==> config.mk <==
export PLATFORM = sky130hd
export DESIGN_NAME = uart_rx_frame_engine
export DESIGN_NICKNAME = d
export VERILOG_FILES = /design/src/rtl/uart_rx_pkg.sv /design/src/rtl/uart_rx_majority_sampler.sv /design/src/rtl/uart_rx_frame_engine.sv
export SDC_FILE = /design/constraint.sdc
export NUM_CORES = 1
export LEC_CHECK = 0
export CAP_MARGIN = 20
export CORE_ASPECT_RATIO = 1.1
export CORE_MARGIN = 5
export CORE_UTILIZATION = 24
export DETAILED_ROUTE_END_ITERATION = 10
export GPL_ROUTABILITY_DRIVEN = 0
export PLACE_DENSITY = 0.45
export SLEW_MARGIN = 20
export SYNTH_ARGS = -nofsm -noshare
export SYNTH_HDL_FRONTEND = slang
export SYNTH_SLANG_ARGS = --single-unit
==> constraint.sdc <==
create_clock -name pclk -period 2.15 [get_ports pclk]
set_clock_uncertainty 0.2 [all_clocks]
set_input_delay 0.43 -clock pclk [delete_from_list [all_inputs] [get_ports pclk]]
set_output_delay 0.43 -clock pclk [all_outputs]
set_load 0.1 [all_outputs]
==> src/rtl/uart_rx_pkg.sv <==
// Shared types and helpers for the UART receive frame engine.
package uart_rx_pkg;

  typedef enum logic [2:0] {
    IDLE   = 3'd0,
    START  = 3'd1,
    DATA   = 3'd2,
    PARITY = 3'd3,
    STOP   = 3'd4
  } rx_state_e;

  // Shortest and longest character lengths the engine can ever be built for.
  localparam int MIN_WLEN     = 5;
  localparam int ABS_MAX_WLEN = 9;

  // Expected parity bit for a received character (unused data bits must be 0).
  function automatic logic exp_parity(input logic [ABS_MAX_WLEN-1:0] data,
                                      input logic                    eps,
                                      input logic                    sp);
    logic p;
    if (sp)
      p = ~eps;
    else if (eps)
      p = ^data;
    else
      p = ~(^data);
    return p;
  endfunction

endpackage

==> src/rtl/uart_rx_majority_sampler.sv <==
// Serial source select, metastability synchroniser and 3-tap majority vote.
module uart_rx_majority_sampler
  import uart_rx_pkg::*;
#(
  parameter int SYNC_STAGES = 2
) (
  input  logic pclk,
  input  logic presetn,
  input  logic baud_tick,
  input  logic uart_rxd,
  input  logic loop_txd,
  input  logic loop,
  output logic rxd_sync,
  output logic rxd_voted
);

  logic                   w_serial_in;
  logic [SYNC_STAGES-1:0] r_sync;
  logic [2:0]             r_taps;

  assign w_serial_in = loop ? loop_txd : uart_rxd;

  // Synchroniser chain; resets to the idle (high) line level.
  always_ff @(posedge pclk) begin
    if (presetn)
      r_sync <= '1;
    else
      r_sync <= {r_sync[SYNC_STAGES-2:0], w_serial_in};
  end

  // Vote window: the last three oversamples, advanced only on baud_tick.
  always_ff @(posedge pclk) begin
    if (presetn)
      r_taps <= 3'b111;
    else if (baud_tick)
      r_taps <= {r_taps[1:0], r_sync[SYNC_STAGES-1]};
  end

  assign rxd_sync  = r_sync[SYNC_STAGES-1];
  assign rxd_voted = (r_taps[0] & r_taps[1]) | (r_taps[0] & r_taps[2]) |
                     (r_taps[1] & r_taps[2]);

endmodule

==> src/rtl/uart_rx_frame_engine.sv <==
// Self-timed UART receive frame engine: oversampled FSM, deserialiser and
// per-character status (parity, framing, break).
module uart_rx_frame_engine
  import uart_rx_pkg::*;
#(
  parameter int DATA_MAX    = 8,
  parameter int OVERSAMPLE  = 16,
  parameter int SYNC_STAGES = 2
) (
  input  logic                pclk,
  input  logic                presetn,
  input  logic                baud_tick,
  input  logic                uart_rxd,
  input  logic                loop_txd,
  input  logic                loop,
  input  logic [3:0]          word_len,
  input  logic                pen,
  input  logic                eps,
  input  logic                sp,
  output logic                rx_valid,
  output logic [DATA_MAX-1:0] rx_data,
  output logic                parity_error,
  output logic                frame_error,
  output logic                break_det,
  output logic                rx_busy,
  output logic                rxd_voted
);

  localparam int            CW       = $clog2(OVERSAMPLE);
  localparam logic [CW-1:0] CNT_LAST = CW'(OVERSAMPLE - 1);
  // Decision point: the vote window then covers the three centre samples.
  localparam logic [CW-1:0] CNT_DEC  = CW'(OVERSAMPLE / 2 + 1);

  rx_state_e             r_state, w_state_nxt;
  logic [CW-1:0]         r_sample_cnt, w_sample_cnt_nxt;
  logic [3:0]            r_bit_cnt, w_bit_cnt_nxt;
  logic [3:0]            r_len, w_len_nxt;
  logic                  r_pen, w_pen_nxt;
  logic                  r_eps, w_eps_nxt;
  logic                  r_sp, w_sp_nxt;
  logic [DATA_MAX-1:0]   r_shift, w_shift_nxt;
  logic                  r_par_bit, w_par_bit_nxt;
  logic                  r_tick_d;
  logic                  r_need_high, w_need_high_nxt;
  logic                  r_valid, w_valid_nxt;
  logic [DATA_MAX-1:0]   r_data, w_data_nxt;
  logic                  r_pe, w_pe_nxt;
  logic                  r_fe, w_fe_nxt;
  logic                  r_bd, w_bd_nxt;

  logic                    w_rxd_sync;
  logic                    w_rxd_voted;
  logic                    w_dec;
  logic                    w_end_bit;
  logic [3:0]              w_len_clamped;
  logic [ABS_MAX_WLEN-1:0] w_data_ext;

  uart_rx_majority_sampler #(
    .SYNC_STAGES (SYNC_STAGES)
  ) u_sampler (
    .pclk      (pclk),
    .presetn   (presetn),
    .baud_tick (baud_tick),
    .uart_rxd  (uart_rxd),
    .loop_txd  (loop_txd),
    .loop      (loop),
    .rxd_sync  (w_rxd_sync),
    .rxd_voted (w_rxd_voted)
  );

  // The vote is read one pclk after the tick that filled the window, so the
  // taps already hold the three centre samples of the bit.
  assign w_dec      = r_tick_d && (r_sample_cnt == CNT_DEC);
  assign w_end_bit  = baud_tick && (r_sample_cnt == CNT_LAST);
  assign w_data_ext = ABS_MAX_WLEN'(r_shift);

  // Clamp the requested character length into the supported range.
  always_comb begin
    w_len_clamped = word_len;
    if (word_len < 4'(MIN_WLEN))
      w_len_clamped = 4'(MIN_WLEN);
    else if (word_len > 4'(DATA_MAX))
      w_len_clamped = 4'(DATA_MAX);
  end

  // Next-state, counter, deserialiser and status logic.
  always_comb begin
    w_state_nxt      = r_state;
    w_sample_cnt_nxt = r_sample_cnt;
    w_bit_cnt_nxt    = r_bit_cnt;
    w_len_nxt        = r_len;
    w_pen_nxt        = r_pen;
    w_eps_nxt        = r_eps;
    w_sp_nxt         = r_sp;
    w_shift_nxt      = r_shift;
    w_par_bit_nxt    = r_par_bit;
    w_need_high_nxt  = r_need_high;
    w_valid_nxt      = 1'b0;
    w_data_nxt       = r_data;
    w_pe_nxt         = r_pe;
    w_fe_nxt         = r_fe;
    w_bd_nxt         = r_bd;

    if (baud_tick && (r_state != IDLE))
      w_sample_cnt_nxt = (r_sample_cnt == CNT_LAST) ? '0 : r_sample_cnt + CW'(1);

    case (r_state)
      IDLE: begin
        // After a low stop bit the line must be seen high before re-arming.
        if (w_rxd_voted)
          w_need_high_nxt = 1'b0;
        if (baud_tick && !w_rxd_sync && !r_need_high) begin
          w_state_nxt      = START;
          w_sample_cnt_nxt = '0;
          w_bit_cnt_nxt    = '0;
          w_len_nxt        = w_len_clamped;
          w_pen_nxt        = pen;
          w_eps_nxt        = eps;
          w_sp_nxt         = sp;
          w_shift_nxt      = '0;
          w_par_bit_nxt    = 1'b0;
        end
      end
      START: begin
        if (w_dec && w_rxd_voted) begin
          w_state_nxt = IDLE;
        end else if (w_end_bit) begin
          w_state_nxt   = DATA;
          w_bit_cnt_nxt = '0;
        end
      end
      DATA: begin
        if (w_dec) begin
          for (int i = 0; i < DATA_MAX; i++) begin
            if (r_bit_cnt == 4'(i))
              w_shift_nxt[i] = w_rxd_voted;
          end
        end
        if (w_end_bit) begin
          if (r_bit_cnt == r_len - 4'd1)
            w_state_nxt = r_pen ? PARITY : STOP;
          else
            w_bit_cnt_nxt = r_bit_cnt + 4'd1;
        end
      end
      PARITY: begin
        if (w_dec)
          w_par_bit_nxt = w_rxd_voted;
        if (w_end_bit)
          w_state_nxt = STOP;
      end
      STOP: begin
        // Leave half a bit early so the next start edge is never missed.
        if (w_dec) begin
          w_state_nxt     = IDLE;
          w_valid_nxt     = 1'b1;
          w_data_nxt      = r_shift;
          w_fe_nxt        = ~w_rxd_voted;
          w_pe_nxt        = r_pen & (r_par_bit != exp_parity(w_data_ext, r_eps, r_sp));
          w_bd_nxt        = (r_shift == '0) & (~r_pen | ~r_par_bit) & ~w_rxd_voted;
          w_need_high_nxt = ~w_rxd_voted;
        end
      end
      default: w_state_nxt = IDLE;
    endcase
  end

  // Control state, counters and output status registers.
  always_ff @(posedge pclk) begin
    if (presetn) begin
      r_state      <= IDLE;
      r_sample_cnt <= '0;
      r_bit_cnt    <= '0;
      r_tick_d     <= 1'b0;
      r_need_high  <= 1'b0;
      r_valid      <= 1'b0;
      r_data       <= '0;
      r_pe         <= 1'b0;
      r_fe         <= 1'b0;
      r_bd         <= 1'b0;
    end else begin
      r_state      <= w_state_nxt;
      r_sample_cnt <= w_sample_cnt_nxt;
      r_bit_cnt    <= w_bit_cnt_nxt;
      r_tick_d     <= baud_tick;
      r_need_high  <= w_need_high_nxt;
      r_valid      <= w_valid_nxt;
      r_data       <= w_data_nxt;
      r_pe         <= w_pe_nxt;
      r_fe         <= w_fe_nxt;
      r_bd         <= w_bd_nxt;
    end
  end

  // Per-character datapath: latched config, shift register, parity sample.
  always_ff @(posedge pclk) begin
    r_len     <= w_len_nxt;
    r_pen     <= w_pen_nxt;
    r_eps     <= w_eps_nxt;
    r_sp      <= w_sp_nxt;
    r_shift   <= w_shift_nxt;
    r_par_bit <= w_par_bit_nxt;
  end

  assign rx_valid     = r_valid;
  assign rx_data      = r_data;
  assign parity_error = r_pe;
  assign frame_error  = r_fe;
  assign break_det    = r_bd;
  assign rx_busy      = (r_state != IDLE);
  assign rxd_voted    = w_rxd_voted;

endmodule

==> flow_summary_export.csv, run 1 <==
group,metric,value,unit
yosys,synthMuxAreaShare,0.0268,
timing,worst-slew-pin-transition,0.471,ns
timing,grt_setup_unrepaired,"true",
power_and_ir_drop,p_per_area,874,nW/um^2
yosys,synth_edf_count,16,
timing,setup_viol,0,
power_and_ir_drop,sw_frac_of_total,0.343,
die,core,9260,um^2
yosys,avgSynthCellArea,9.37,um^2
yosys,async_flop_share,0,
clock_network,clockBufferDepth,2,
run,maxCapViolCount,0,
yosys,ys_ff_latch,46,
die,ios,27,
worst_setup_path,r2r_start,"r_len[1]",
min_path,whs_path_depth,1,
clock_network,clkLatencyLatePin,0.30,ns
yosys,synthCells,239,
min_path,hold_end,"u_sampler.r_sync[1]",
die,die_x,102,um
power_and_ir_drop,switchingPower,0.000910,W
timing,period_needed,2.10,ns
timing,slew_headroom,0.685,
route,first_pass_iters,4,
timing,slew_violations,0,
final_layout,multi_input_area,1160,um^2
die,initial_core_util,0.242,
timing,finalCritPeriodShare,0.977,
worst_setup_path,cp.arrival,2.13,ns
yosys,yosys_most_used_dff,"dfxtp_1",
global_route,antenna_found_initial,0,
power_and_ir_drop,p_clk_frac,0.195,
power_and_ir_drop,power_frac_comb,0.391,
final_layout,layout-drive-gt1-share,0.269,
worst_setup_path,end_kind,"flip-flop",
yosys,synth-simple-area-share,0.197,
final_layout,fillers,965,
global_route,track_usage,0.0922,
timing,hold_violations,0,
final_layout,diodes,0,
status,status,"finished, final reports clean",
power_and_ir_drop,power_leakage,1.21,nW
placement,hpwl,3720,um
clock_network,cts.sink_count,46,
final_layout,fin_util,0.328,
worst_setup_path,path_max_fanout,4,
clock_network,cts_tree,"yes",
min_path,hold_start,"u_sampler.r_sync[0]",
route,drt_iter0_drc,56,
final_layout,syn_to_final_growth,35.6,%
power_and_ir_drop,intPower,0.00175,W
min_path,hold_class,"flip-flop to flip-flop",
yosys,synth-compound-area-share,0.134,
worst_setup_path,reg2reg_slack,0.05,ns
clock_network,numCtsBuffers,5,
placement,io_buffer_count,26,
yosys,synth_top_family_by_area,"simple AND/OR/NAND/NOR gates",
worst_setup_path,r2r-end,"r_bit_cnt[2]",
route,via_per_inst,4.45,
die,die_h,111,um
timing,max_freq,476,MHz
power_and_ir_drop,total_power,0.00266,W
route,drt.antenna.violating_nets,0,
route,wl,5040,um
yosys,synth_area,2240,um^2
yosys,synth-xor-area-share,0.0458,
global_route,grt_max_degree,20,
final_layout,seq_area,1080,um^2
global_route,grt_pass1_vias,1815,
die,rows,37,
route,vias,1829,
global_route,grt_overflow_total,0,
final_layout,nets,317,
global_route,grt_pass1_wl,8440,um
yosys,synth_adder_area_share,0.0659,
yosys,ys.warnings.count,0,
worst_setup_path,crit_required,2.18,ns
route,wl_per_cell,12.3,um
clock_network,clockRootBuffer,"clkbuf_8",
worst_setup_path,path_class,"flip-flop to flip-flop",
clock_network,htree_levels,2,
yosys,yosysUniqueCellTypes,47,
clock_network,cts.reportedPaths.clkPinSlew,0.09,ns
power_and_ir_drop,p_seq_frac,0.414,
worst_setup_path,reg2reg_depth,7,
route,drc,0,
power_and_ir_drop,peakVddDrop,0.000449,V
yosys,syn_nets,263,
die,dieArea,11400,um^2
yosys,yosysSeqAreaShare,0.483,
worst_setup_path,cp-start-kind,"flip-flop",
-- repair_timing --
action	CTS	global route
hold buffers	0	0
pin swaps	3	5
endpoints found under the setup margin	4	8
endpoints found under the hold margin	0	0
buffers inserted	1	0
resized for setup	1	23
-- power groups by stage --
stage	Clock, W	Combinational [W]	Sequential (W)
2_1_floorplan	0	0.000668	0.00110
3_3_place_gp	0	0.000935	0.00112
3_5_place_dp	0	0.000939	0.00112
4_1_cts	0.000547	0.000966	0.00110
5_1_grt	0.000575	0.00115	0.00111
6_report	0.000518	0.00104	0.00110
-- Yosys cell counts, types with 2 or more instances --
master      n  share of area
inv_1      17          0.028
a2111oi_0   2         0.0078
buf_2       2         0.0045
nor3_2      2         0.0089
xor2_1      2         0.0078
nand3_1     8          0.018
ha_1       11          0.061
mux2i_1     6          0.027
nor2b_1     2         0.0056
dfxtp_1    30           0.27
nor2_1     41          0.069
edfxtp_1   16           0.21
clkbuf_1    8          0.013
nand4_1     3         0.0084
nand2_1    15          0.025
and4b_1     2         0.0089
a21oi_1    28          0.063
o21ai_0     5          0.011
or2_2       2         0.0056
or3_1       4          0.011
xnor2_1     7          0.027
-- worst max-delay path: stages, from the launching register on --
cell and delay [ns]:
edfxtp_1 0.42, inv_2 0.09, ha_4 0.21, xnor2_4 0.18, nor3_4 0.06, a211o_4 0.34
or4b_1 0.46, o21ai_1 0.08
-- metrics by stage --
| stage | hold slack, ns | cell area (um^2) | cells | worst slack, ns | setup TNS (ns) |
|---|---|---|---|---|---|
| 2_1_floorplan | 0.189 | 2280 | 239 | -0.106 | -0.951 |
| 3_3_place_gp | 0.198 | 2850 | 402 | -0.221 | -1.69 |
| 3_5_place_dp | 0.196 | 2850 | 402 | -0.264 | -2.02 |
| 4_1_cts | 0.218 | 2940 | 411 | 0.0255 | 0 |
| 5_1_grt | 0.248 | 3040 | 411 | -0.0511 | -0.169 |
| 6_report | 0.216 | 3040 | 411 | 0.0484 | 0 |
-- worst max-delay path by stage --
stage	startpoint	end	slack [ns]
floorplan	r_state[0]	r_shift[0]	-0.11
global placement	baud_tick	r_state[0]	-0.22
detailed placement	baud_tick	r_state[0]	-0.26
CTS	r_len[0]	r_bit_cnt[3]	0.03
global route	r_len[0]	r_state[1]	-0.05
finish	r_len[1]	r_bit_cnt[2]	0.05
-- sequential cells by signal, summed over array words and instances (netlist names) --
| register | cells |
|---|---|
| break_det | 1 |
| frame_error | 1 |
| parity_error | 1 |
| r_bit_cnt | 4 |
| r_eps | 1 |
| r_len | 4 |
| r_need_high | 1 |
| r_par_bit | 1 |
| r_pen | 1 |
| r_sample_cnt | 4 |
| r_shift | 8 |
| r_sp | 1 |
| r_state | 3 |
| r_tick_d | 1 |
| rx_data | 8 |
| rx_valid | 1 |
| u_sampler.r_sync | 2 |
| u_sampler.r_taps | 3 |
-- logic make-up after synthesis --
logic type      after synthesis
mux                           6
simple gates                 89
xor+xnor                     10
fa+ha+maj                    12
compound gates               48
buf+inv                      28
flops                        46
-- metal layers --
metal / up-vias / wire [um] / GRT usage
met1: 843 / 2440 / 0.121
li1: 944 / - / -
met2: 34 / 2280 / 0.146
met5: - / 0 / 0
met4: 0 / 75 / 0.0297
met3: 8 / 244 / 0.0245
-- layout make-up --
| type | count | area share |
|---|---|---|
| clock inverters | 2 | 0.00329 |
| flip-flops and latches | 46 | 0.357 |
| multi-input cells | 165 | 0.382 |
| repair buffers | 57 | 0.162 |
| inverters | 18 | 0.0235 |
| well taps | 117 | 0.0482 |
| clock buffers | 6 | 0.0239 |
-- cells in the final DEF (no fill, tap or decap), types with 3 or more instances in the layout --
master and n:
a21oi_1 26, buf_4 41, clkbuf_8 5, clkdlybuf4s50_1 11, dfxtp_1 28, edfxtp_1 16
ha_1 9, inv_1 14, mux2i_1 6, nand2_1 15, nand3_1 8, nand4_1 3
nor2_1 41, or3_1 3, xnor2_1 5
Power figures use the tool's default switching activity.
==> run 2: changes to the inputs <==
SLEW_MARGIN = not set   (was 20)
==> results of run 2 <==
No change in the layout: final DEF, timing and power equal those of run 1.
